File: src/rtl/pipe_stage_reg.sv
// pipe_stage_reg: elastic DEPTH-slot ready/valid pipeline register carrying a
// control bundle and a data bundle between CPU stages. Supports backpressure
// and a synchronous flush that kills in-flight control state.
// Optional statistics (stall_cnt/flush_cnt) are built when PIPE_STAT_EN is defined.
module pipe_stage_reg #(
  parameter int unsigned DATA_W = 128,
  parameter int unsigned CTRL_W = 11,
  parameter int unsigned DEPTH  = 1
) (
  input  logic              clk,
  input  logic              rst,
  input  logic              flush,
  input  logic              in_valid,
  output logic              in_ready,
  input  logic [CTRL_W-1:0] in_ctrl,
  input  logic [DATA_W-1:0] in_data,
  output logic              out_valid,
  input  logic              out_ready,
  output logic [CTRL_W-1:0] out_ctrl,
  output logic [DATA_W-1:0] out_data
`ifdef PIPE_STAT_EN
  ,
  output logic [15:0]       stall_cnt,
  output logic [15:0]       flush_cnt
`endif
);

  // Slot 0 is the input side, slot DEPTH-1 drives the outputs.
  logic [DEPTH-1:0]  v_q;
  logic [DEPTH-1:0]  v_d;
  logic [CTRL_W-1:0] ctrl_q [DEPTH];
  logic [CTRL_W-1:0] ctrl_d [DEPTH];
  logic [DATA_W-1:0] data_q [DEPTH];
  logic [DATA_W-1:0] data_d [DEPTH];

  logic [DEPTH-1:0]  mv;
  logic [DEPTH-1:0]  load;
  logic              accept;

  // Move/load chain: resolved from the output side back to the input so that
  // out_ready ripples combinationally into in_ready.
  always_comb begin
    mv   = '0;
    load = '0;
    mv[DEPTH-1] = v_q[DEPTH-1] & out_ready;
    for (int unsigned i = 1; i < DEPTH; i++) begin
      mv[DEPTH-1-i] = v_q[DEPTH-1-i] & (~v_q[DEPTH-i] | mv[DEPTH-i]);
    end
    for (int unsigned k = 1; k < DEPTH; k++) begin
      load[k] = v_q[k-1] & (~v_q[k] | mv[k]);
    end
    in_ready = flush | ~v_q[0] | mv[0];
    accept   = in_valid & in_ready;
    load[0]  = accept;
  end

  // Next-state per slot; flush kills every slot (the output handshake in the
  // flush cycle still completes because the outgoing beat is already on out_*).
  always_comb begin
    v_d[0]    = v_q[0];
    ctrl_d[0] = ctrl_q[0];
    data_d[0] = data_q[0];
    if (flush) begin
      v_d[0]    = 1'b0;
      ctrl_d[0] = '0;
    end else if (load[0]) begin
      v_d[0]    = 1'b1;
      ctrl_d[0] = in_ctrl;
      data_d[0] = in_data;
    end else if (mv[0]) begin
      v_d[0]    = 1'b0;
      ctrl_d[0] = '0;
    end

    for (int unsigned k = 1; k < DEPTH; k++) begin
      v_d[k]    = v_q[k];
      ctrl_d[k] = ctrl_q[k];
      data_d[k] = data_q[k];
      if (flush) begin
        v_d[k]    = 1'b0;
        ctrl_d[k] = '0;
      end else if (load[k]) begin
        v_d[k]    = 1'b1;
        ctrl_d[k] = ctrl_q[k-1];
        data_d[k] = data_q[k-1];
      end else if (mv[k]) begin
        v_d[k]    = 1'b0;
        ctrl_d[k] = '0;
      end
    end
  end

  // Slot registers with synchronous reset.
  always_ff @(posedge clk) begin
    if (rst) begin
      v_q <= '0;
      for (int unsigned k = 0; k < DEPTH; k++) begin
        ctrl_q[k] <= '0;
        data_q[k] <= '0;
      end
    end else begin
      v_q <= v_d;
      for (int unsigned k = 0; k < DEPTH; k++) begin
        ctrl_q[k] <= ctrl_d[k];
        data_q[k] <= data_d[k];
      end
    end
  end

  assign out_valid = v_q[DEPTH-1];
  assign out_ctrl  = ctrl_q[DEPTH-1];
  assign out_data  = data_q[DEPTH-1];

`ifdef PIPE_STAT_EN
  logic [15:0]      stall_cnt_q;
  logic [15:0]      stall_cnt_d;
  logic [15:0]      flush_cnt_q;
  logic [15:0]      flush_cnt_d;
  logic [DEPTH-1:0] live;
  logic             kill;

  // Saturating statistics; a flush counts only if it kills a slot that is not
  // leaving through the output handshake, or an input beat.
  always_comb begin
    live            = v_q;
    live[DEPTH-1]   = v_q[DEPTH-1] & ~out_ready;
    kill            = flush & (in_valid | (|live));
    stall_cnt_d     = stall_cnt_q;
    flush_cnt_d     = flush_cnt_q;
    if (in_valid & ~in_ready & ~flush & (stall_cnt_q != '1)) begin
      stall_cnt_d = stall_cnt_q + 16'd1;
    end
    if (kill & (flush_cnt_q != '1)) begin
      flush_cnt_d = flush_cnt_q + 16'd1;
    end
  end

  // Counter registers.
  always_ff @(posedge clk) begin
    if (rst) begin
      stall_cnt_q <= '0;
      flush_cnt_q <= '0;
    end else begin
      stall_cnt_q <= stall_cnt_d;
      flush_cnt_q <= flush_cnt_d;
    end
  end

  assign stall_cnt = stall_cnt_q;
  assign flush_cnt = flush_cnt_q;
`endif

endmodule

File: config.mk
export PLATFORM = sky130hd
export DESIGN_NAME = pipe_stage_reg
export DESIGN_NICKNAME = d
export VERILOG_FILES = /design/src/rtl/pipe_stage_reg.sv
export SDC_FILE = /design/constraint.sdc
export NUM_CORES = 1
export LEC_CHECK = 0
export CORE_MARGIN = 2
export CORE_UTILIZATION = 45
export DETAILED_ROUTE_END_ITERATION = 10
export GPL_ROUTABILITY_DRIVEN = 0
export PLACE_DENSITY = 0.86
export SYNTH_ARGS = -nofsm -noshare
export SYNTH_HDL_FRONTEND = slang
export SYNTH_SLANG_ARGS = --single-unit
File: constraint.sdc
create_clock -name clk -period 2.2 [get_ports clk]
set_input_delay 0.22 -clock clk [delete_from_list [all_inputs] [get_ports clk]]
set_output_delay 0.22 -clock clk [all_outputs]
set_load 0.01 [all_outputs]
==> flow_metrics.env, run 1 <==
export IMPL_worst_r2r_setup_slack_ps=670
export IMPL_route_detailed_wl_per_inst_um=14.8
export IMPL_launch_instance_of_the_worst_min_delay_path="in_data[86]"
export IMPL_grt_setup_unrepaired="false"
export IMPL_cts_sinks=140
export IMPL_timing_rr_start="out_valid$_SDFFE_PP0P_"
export IMPL_maxSlewViolCount=0
export IMPL_number_of_enable_flip_flop_cells_after_synthesis=0
export IMPL_cts_post_setup_buffers_inserted=0
export IMPL_ctsResizeCount=0
export IMPL_finalClockSkew_ps=6.01
export IMPL_hold_buffers=0
export IMPL_synthMostInstantiatedCell="sky130_fd_sc_hd__nand2b_1"
export IMPL_max_cap_viols=0
export IMPL_cp_arrival_ps=1710
export IMPL_io_pin_count=285
export IMPL_detailedRoute_firstPassIterationCount=4
export IMPL_postRouteWirelength_mm=15.5
export IMPL_post_dp_hpwl_mm=11.4
export IMPL_placeableCoreArea_um2=13700
export IMPL_synthesis_instances=587
export IMPL_path_class="reg -> out"
export IMPL_worst_path_maximum_fanout=5
export IMPL_grt_max_degree=127
export IMPL_start_util_pct=45.5
export IMPL_cts_inserted_buffers=17
export IMPL_synth_nets=731
export IMPL_yosys_area_top_type_share_pct=44.9
export IMPL_synth_ff_latch_count=140
export IMPL_leakage_nw=3.59
export IMPL_antenna_cells=0
export IMPL_fin_total_pwr_mw=6.59
export IMPL_minimum_clock_period_ps=1930
export IMPL_avgSynthCellArea_um2=10.6
export IMPL_critical_path_required_ps=1980
export IMPL_clock_transition_at_the_registers_of_the_reported_paths_ps=60
export IMPL_setup_total_negative_slack_ps=0
export IMPL_r2r_worst_path_cells=5
export IMPL_worstSkewPairLatency_ps=410
export IMPL_global_route_usage_total_pct=20.4
export IMPL_grt_overflow_total=0
export IMPL_yosysSeqAreaShare_pct=44.9
export IMPL_worstSetupEndpointType="output pin"
export IMPL_via_count=4891
export IMPL_r2r_end="data_q[0][102]$_SDFFE_PP0P_"
export IMPL_report_final_hold_viol_count=0
export IMPL_drive_above_1_share_pct=4.72
export IMPL_post_route_util_pct=70.5
export IMPL_crit_chain="nor2b_4 -> or2b_1 -> clkdlybuf4s50_1"
export IMPL_drc=0
export IMPL_die_h_um=122
export IMPL_antenna_left=0
export IMPL_synthTopCellsByArea="sky130_fd_sc_hd__dfxtp_1 45%, sky130_fd_sc_hd__nand2b_1 26%, sky130_fd_sc_hd__mux2i_1 21%"
export IMPL_die_width_um=122
export IMPL_critical_path_top_delay_family="buffers and inverters"
export IMPL_area_growth_synth_to_final_pct=54.8
export IMPL_antenna_found_initial=0
export IMPL_timing_final_crit_share_pct=87.7
export IMPL_end_of_the_worst_hold_path="data_q[0][86]$_SDFFE_PP0P_"
export IMPL_core_rowCount=43
export IMPL_timing_critical_path_slowest_stage_cell="sky130_fd_sc_hd__clkdlybuf4s50_1"
export IMPL_min_path_cells=3
export IMPL_timing_worst_slew_pin_value_ps=420
export IMPL_run_status="completed"
export IMPL_grt_pass1_vias=4915
export IMPL_hp_class="in -> reg"
export IMPL_die_ar_um2=14800
export IMPL_yosys_cell_types_count=14
export IMPL_drt_first_iter_violations=180
export IMPL_cts_buffer_depth=2
export IMPL_maximum_ir_drop_on_the_vdd_rail_v=0.000472
export IMPL_finalSetupViolCount=0
export IMPL_yosysWarnings=0
export IMPL_count_of_port_buffers_added_during_placement=284
export IMPL_synthArstFlopShare_pct=0
export IMPL_synth_cell_area_um2=6240
export IMPL_cellPowerDensity_nw_per_um2=682
export IMPL_synth_area_leader_cell="sky130_fd_sc_hd__dfxtp_1"
export IMPL_clock_tree_root_cell="sky130_fd_sc_hd__clkbuf_16"
export IMPL_crit_path_max_incr_delay_ps=480
export IMPL_synthFlopType="sky130_fd_sc_hd__dfxtp_1"
export IMPL_grt_first_pass_wirelength_mm=23.8
export IMPL_htree_num_levels=4
export IMPL_cp_buffers_inverters=1
export IMPL_post_drt_via_cell_ratio=4.67
export IMPL_hold_worst_slack_ps=379
export IMPL_cp_start_kind="flip-flop"
export IMPL_cts_tree="done"
export IMPL_max_freq_mhz=518
export IMPL_nNetsFinal=999
export IMPL_netlist_top_cells_count="256 x sky130_fd_sc_hd__nand2b_1, 140 x sky130_fd_sc_hd__dfxtp_1, 128 x sky130_fd_sc_hd__mux2i_1"
export IMPL_relSlewSlack_pct=72.0
-- routing by layer --
metal / up-vias / GRT usage, % / part of all wire, %
met5: - / 0 / 0
met4: 0 / 11.6 / 4.1
met3: 42 / 6.37 / 6.9
met2: 170 / 35.5 / 50
met1: 2236 / 21.8 / 39
li1: 2443 / - / -
-- power by group --
part | switching (mW) | leakage (nW) | internal [mW]
sequential | 0.0686 | 1.14 | 2.67
combinational | 0.361 | 2.15 | 0.653
clock | 1.03 | 0.290 | 1.82
total | 1.46 | 3.59 | 5.14
-- cell usage in the layout, fill, tap and decap left out, types with 2 or more instances in the layout --
master / count
sky130_fd_sc_hd__mux2i_1: 128
sky130_fd_sc_hd__clkbuf_8: 5
sky130_fd_sc_hd__nand2b_1: 256
sky130_fd_sc_hd__bufinv_16: 2
sky130_fd_sc_hd__a22o_1: 11
sky130_fd_sc_hd__buf_12: 7
sky130_fd_sc_hd__clkbuf_16: 17
sky130_fd_sc_hd__clkbuf_1: 4
sky130_fd_sc_hd__dfxtp_1: 140
sky130_fd_sc_hd__o21a_1: 2
sky130_fd_sc_hd__clkinv_2: 3
sky130_fd_sc_hd__clkdlybuf4s50_1: 283
sky130_fd_sc_hd__nor2_1: 2
sky130_fd_sc_hd__buf_4: 3
-- area by class of cell --
class | instances | area, um2
Multi-Input combinational cell | 403 | 3050
Clock inverter | 6 | 82.6
Tap cell | 180 | 225
Sequential cell | 140 | 2800
Timing Repair Buffer | 293 | 3000
Fill cell | 990 | 4050
Clock buffer | 26 | 509
-- worst max-delay path by stage --
stage | depth (start not counted) | slack [ps] | startpoint | to
3_3_place_gp | 6 | 400 | out_ready | data_q[0][49]$_SDFFE_PP0P_
5_1_grt | 3 | 210 | out_valid$_SDFFE_PP0P_ | in_ready
2_1_floorplan | 5 | 910 | out_valid$_SDFFE_PP0P_ | data_q[0][100]$_SDFFE_PP0P_
4_1_cts | 3 | 250 | out_valid$_SDFFE_PP0P_ | in_ready
6_report | 3 | 270 | out_valid$_SDFFE_PP0P_ | in_ready
3_5_place_dp | 6 | 320 | out_ready | data_q[0][102]$_SDFFE_PP0P_
-- registers in the layout, summed over array words and instances, names as in the netlist --
name,flops
ctrl_q,11
data_q,128
out_valid,1
-- cells by family (layout without fill, tap and decap cells) --
logic type | Yosys count | count (layout) | share of synthesized area, %
AOI/OAI and AO/OA | 13 | 13 | 1.78
buffers and inverters | 44 | 325 | 6.23
DFF | 140 | 140 | 44.9
muxes | 128 | 128 | 20.5
and+or+nand+nor | 262 | 262 | 26.6
-- per-stage QoR --
stage                     std cells  cell area, um2  worst slack (ps)
final                          1048            9670               270
after floorplan                 587            6240               913
after global placement         1016            9070               403
after detailed placement       1016            9070               317
after CTS                      1048            9670               249
after global routing           1048            9670               211
-- worst min-delay path, cell delays in order --
cell                              delay [ps]
sky130_fd_sc_hd__clkdlybuf4s50_1         390
sky130_fd_sc_hd__nand2b_1                 60
sky130_fd_sc_hd__mux2i_1                  60
No activity file was read; power rests on OpenSTA's default activity.
==> run 2, diff against run 1 <==
--- a/config.mk
+++ b/config.mk
@@ -6,10 +6,11 @@
 export NUM_CORES = 1
 export LEC_CHECK = 0
 export CORE_MARGIN = 2
-export CORE_UTILIZATION = 45
+export CORE_UTILIZATION = 42
 export DETAILED_ROUTE_END_ITERATION = 10
 export GPL_ROUTABILITY_DRIVEN = 0
-export PLACE_DENSITY = 0.86
+export HOLD_SLACK_MARGIN = 0.02
+export PLACE_DENSITY = 0.88
 export SYNTH_ARGS = -nofsm -noshare
 export SYNTH_HDL_FRONTEND = slang
 export SYNTH_SLANG_ARGS = --single-unit
==> constraint.sdc (replaced) <==
create_clock -name clk -period 1.8 [get_ports clk]
set_input_delay 0.18 -clock clk [delete_from_list [all_inputs] [get_ports clk]]
set_output_delay 0.18 -clock clk [all_outputs]
set_load 0.01 [all_outputs]
==> run 2 against run 1 <==
  * Largest cell class unchanged
  * Largest power group is now registers
  * Sequential cell count unchanged
  * Setup slack worse by 72 ps
  * Critical endpoint unchanged
  * Clock power up 5%
  * Final area down 0.71%
==> flow_metrics.env, run 2 (synthesis results as in run 1) <==
export IMPL_cts_tree="done"
export IMPL_via_count=4830
export IMPL_drt_first_iter_violations=155
export IMPL_grt_overflow_total=0
export IMPL_launch_instance_of_the_worst_min_delay_path="rst"
export IMPL_grt_max_degree=127
export IMPL_worstSkewPairLatency_ps=400
export IMPL_grt_pass1_vias=4869
export IMPL_clock_tree_root_cell="sky130_fd_sc_hd__clkbuf_16"
export IMPL_leakage_nw=3.56
export IMPL_detailroute_wirelength_met3_um=945
export IMPL_hp_class="in -> reg"
export IMPL_worstSetupEndpointType="output pin"
export IMPL_cp_arrival_ps=1420
export IMPL_cellPowerDensity_nw_per_um2=788
export IMPL_mostFrequentLayoutCell="sky130_fd_sc_hd__clkdlybuf4s50_1"
export IMPL_post_route_worst_setup_slack_ps=198
export IMPL_count_of_port_buffers_added_during_placement=284
export IMPL_crit_chain="nor2b_4 -> or2b_1 -> dlygate4sd2_1"
export IMPL_die_ar_um2=15900
export IMPL_critical_path_top_delay_family="simple AND/OR/NAND/NOR gates"
export IMPL_max_cap_viols=0
export IMPL_cp_depth=3
export IMPL_stdcell_area_um2=9600
export IMPL_fin_cells=1052
export IMPL_grt_setup_unrepaired="false"
export IMPL_post_place_ws_ps=80.9
export IMPL_relSlewSlack_pct=75.8
export IMPL_max_freq_mhz=624
export IMPL_crit_path_max_incr_delay_ps=360
export IMPL_met1Wirelength_mm=6.17
export IMPL_postRouteWirelength_mm=14.9
export IMPL_die_h_um=126
export IMPL_cts_inserted_buffers=17
export IMPL_final_fill_count=1155
export IMPL_finalClockSkew_ps=6.95
export IMPL_crit_path_launch="out_valid$_SDFFE_PP0P_"
export IMPL_die_width_um=126
export IMPL_path_class="reg -> out"
export IMPL_route_detailed_wl_per_inst_um=14.2
export IMPL_antenna_found_initial=0
export IMPL_area_growth_synth_to_final_pct=53.7
export IMPL_fin_total_pwr_mw=7.56
export IMPL_timing_critical_path_slowest_stage_cell="sky130_fd_sc_hd__dfxtp_1"
export IMPL_detailedRoute_firstPassIterationCount=4
export IMPL_placedInstanceArea_um2=9100
export IMPL_finalSetupViolCount=0
export IMPL_setup_total_negative_slack_ps=0
export IMPL_maxSlewViolCount=0
export IMPL_hold_worst_slack_ps=212
export IMPL_core_rowCount=44
export IMPL_top_register="data_q"
export IMPL_placeableCoreArea_um2=14500
export IMPL_antenna_cells=0
export IMPL_cts_buffer_depth=2
export IMPL_global_route_usage_total_pct=18.6
export IMPL_cts_sinks=140
export IMPL_maximum_ir_drop_on_the_vdd_rail_v=0.000590
export IMPL_post_drt_via_cell_ratio=4.59
export IMPL_timing_worst_slew_pin_value_ps=362
export IMPL_wl_met2_mm=7.34
export IMPL_htree_num_levels=4
export IMPL_timing_final_crit_share_pct=89.0
export IMPL_hold_buffers=0
export IMPL_dp_cells=1024
export IMPL_drc=0
export IMPL_most_frequent_cells_in_the_layout="282 x sky130_fd_sc_hd__clkdlybuf4s50_1, 256 x sky130_fd_sc_hd__nand2b_1, 140 x sky130_fd_sc_hd__dfxtp_1"
export IMPL_worst_path_maximum_fanout=3
export IMPL_drive_above_1_share_pct=5.07
export IMPL_timing_rr_start="out_valid$_SDFFE_PP0P_"
export IMPL_cp_start_kind="flip-flop"
export IMPL_io_pin_count=285
export IMPL_grt_first_pass_wirelength_mm=23.8
export IMPL_minimum_clock_period_ps=1600
export IMPL_cp_buffers_inverters=1
export IMPL_critical_path_required_ps=1620
export IMPL_clock_transition_at_the_registers_of_the_reported_paths_ps=50
export IMPL_report_final_hold_viol_count=0
export IMPL_max_ffs_per_register=128
export IMPL_post_dp_hpwl_mm=10.9
export IMPL_min_path_cells=3
export IMPL_highest_signal_layer="met4"
export IMPL_r2r_worst_path_cells=6
export IMPL_post_route_util_pct=66.0
export IMPL_start_util_pct=43.0
export IMPL_antenna_left=0
export IMPL_nNetsFinal=1004
export IMPL_run_status="completed"
[run 2: cell types whose count changed in the layout (fill, tap and decap cells not counted), sizes merged]
cell,before,now
bufinv,2,0
clkdlybuf4s50,283,282
clkbuf,26,19
buf,10,15
dlygate4sd2,0,1
clkinv,3,5
clkinvlp,1,3
[run 2: final timing paths]
| kind | to | slack (ps) |
|---|---|---|
| setup reg to reg | data_q[0][62]$_SDFFE_PP0P_ | 250 |
| hold / removal | data_q[0][10]$_SDFFE_PP0P_ | 210 |
| hold reg to reg | data_q[0][26]$_SDFFE_PP0P_ | 470 |
| setup / recovery | in_ready | 200 |
[run 2: timing repair]
action | in CTS | in global routing
setup endpoints to repair | 1 | 0
resized for setup | 1 | 0
buffers inserted | 1 | 0
[run 2: metal layers]
layer	vias up	track usage [%]
li1	2441	-
met1	2184	20.9
met2	170	32.1
met3	35	5.52
met4	0	9.44
met5	-	0
[run 2: layout make-up]
cell class,instances,area [um2],share of cell area (%)
multi-input combinational,403,3050,31.8
clock inverter,8,51.3,0.534
tap,184,230,2.40
timing repair buffer,298,3020,31.5
sequential,140,2800,29.2
clock buffer,19,443,4.61
[run 2: worst register-to-register path: stages, from the launching register on]
cell and delay [ps]:
sky130_fd_sc_hd__dfxtp_1 320, sky130_fd_sc_hd__nor2b_4 130, sky130_fd_sc_hd__buf_4 140, sky130_fd_sc_hd__nor3b_4 190, sky130_fd_sc_hd__buf_4 210, sky130_fd_sc_hd__buf_12 230
sky130_fd_sc_hd__mux2i_1 250
[run 2: where the power goes]
part,total (mW),internal (mW),switching [mW]
Sequential,3.34,3.26,0.0818
Clock,2.98,1.74,1.24
Combinational,1.24,0.801,0.437
Total,7.56,5.81,1.76
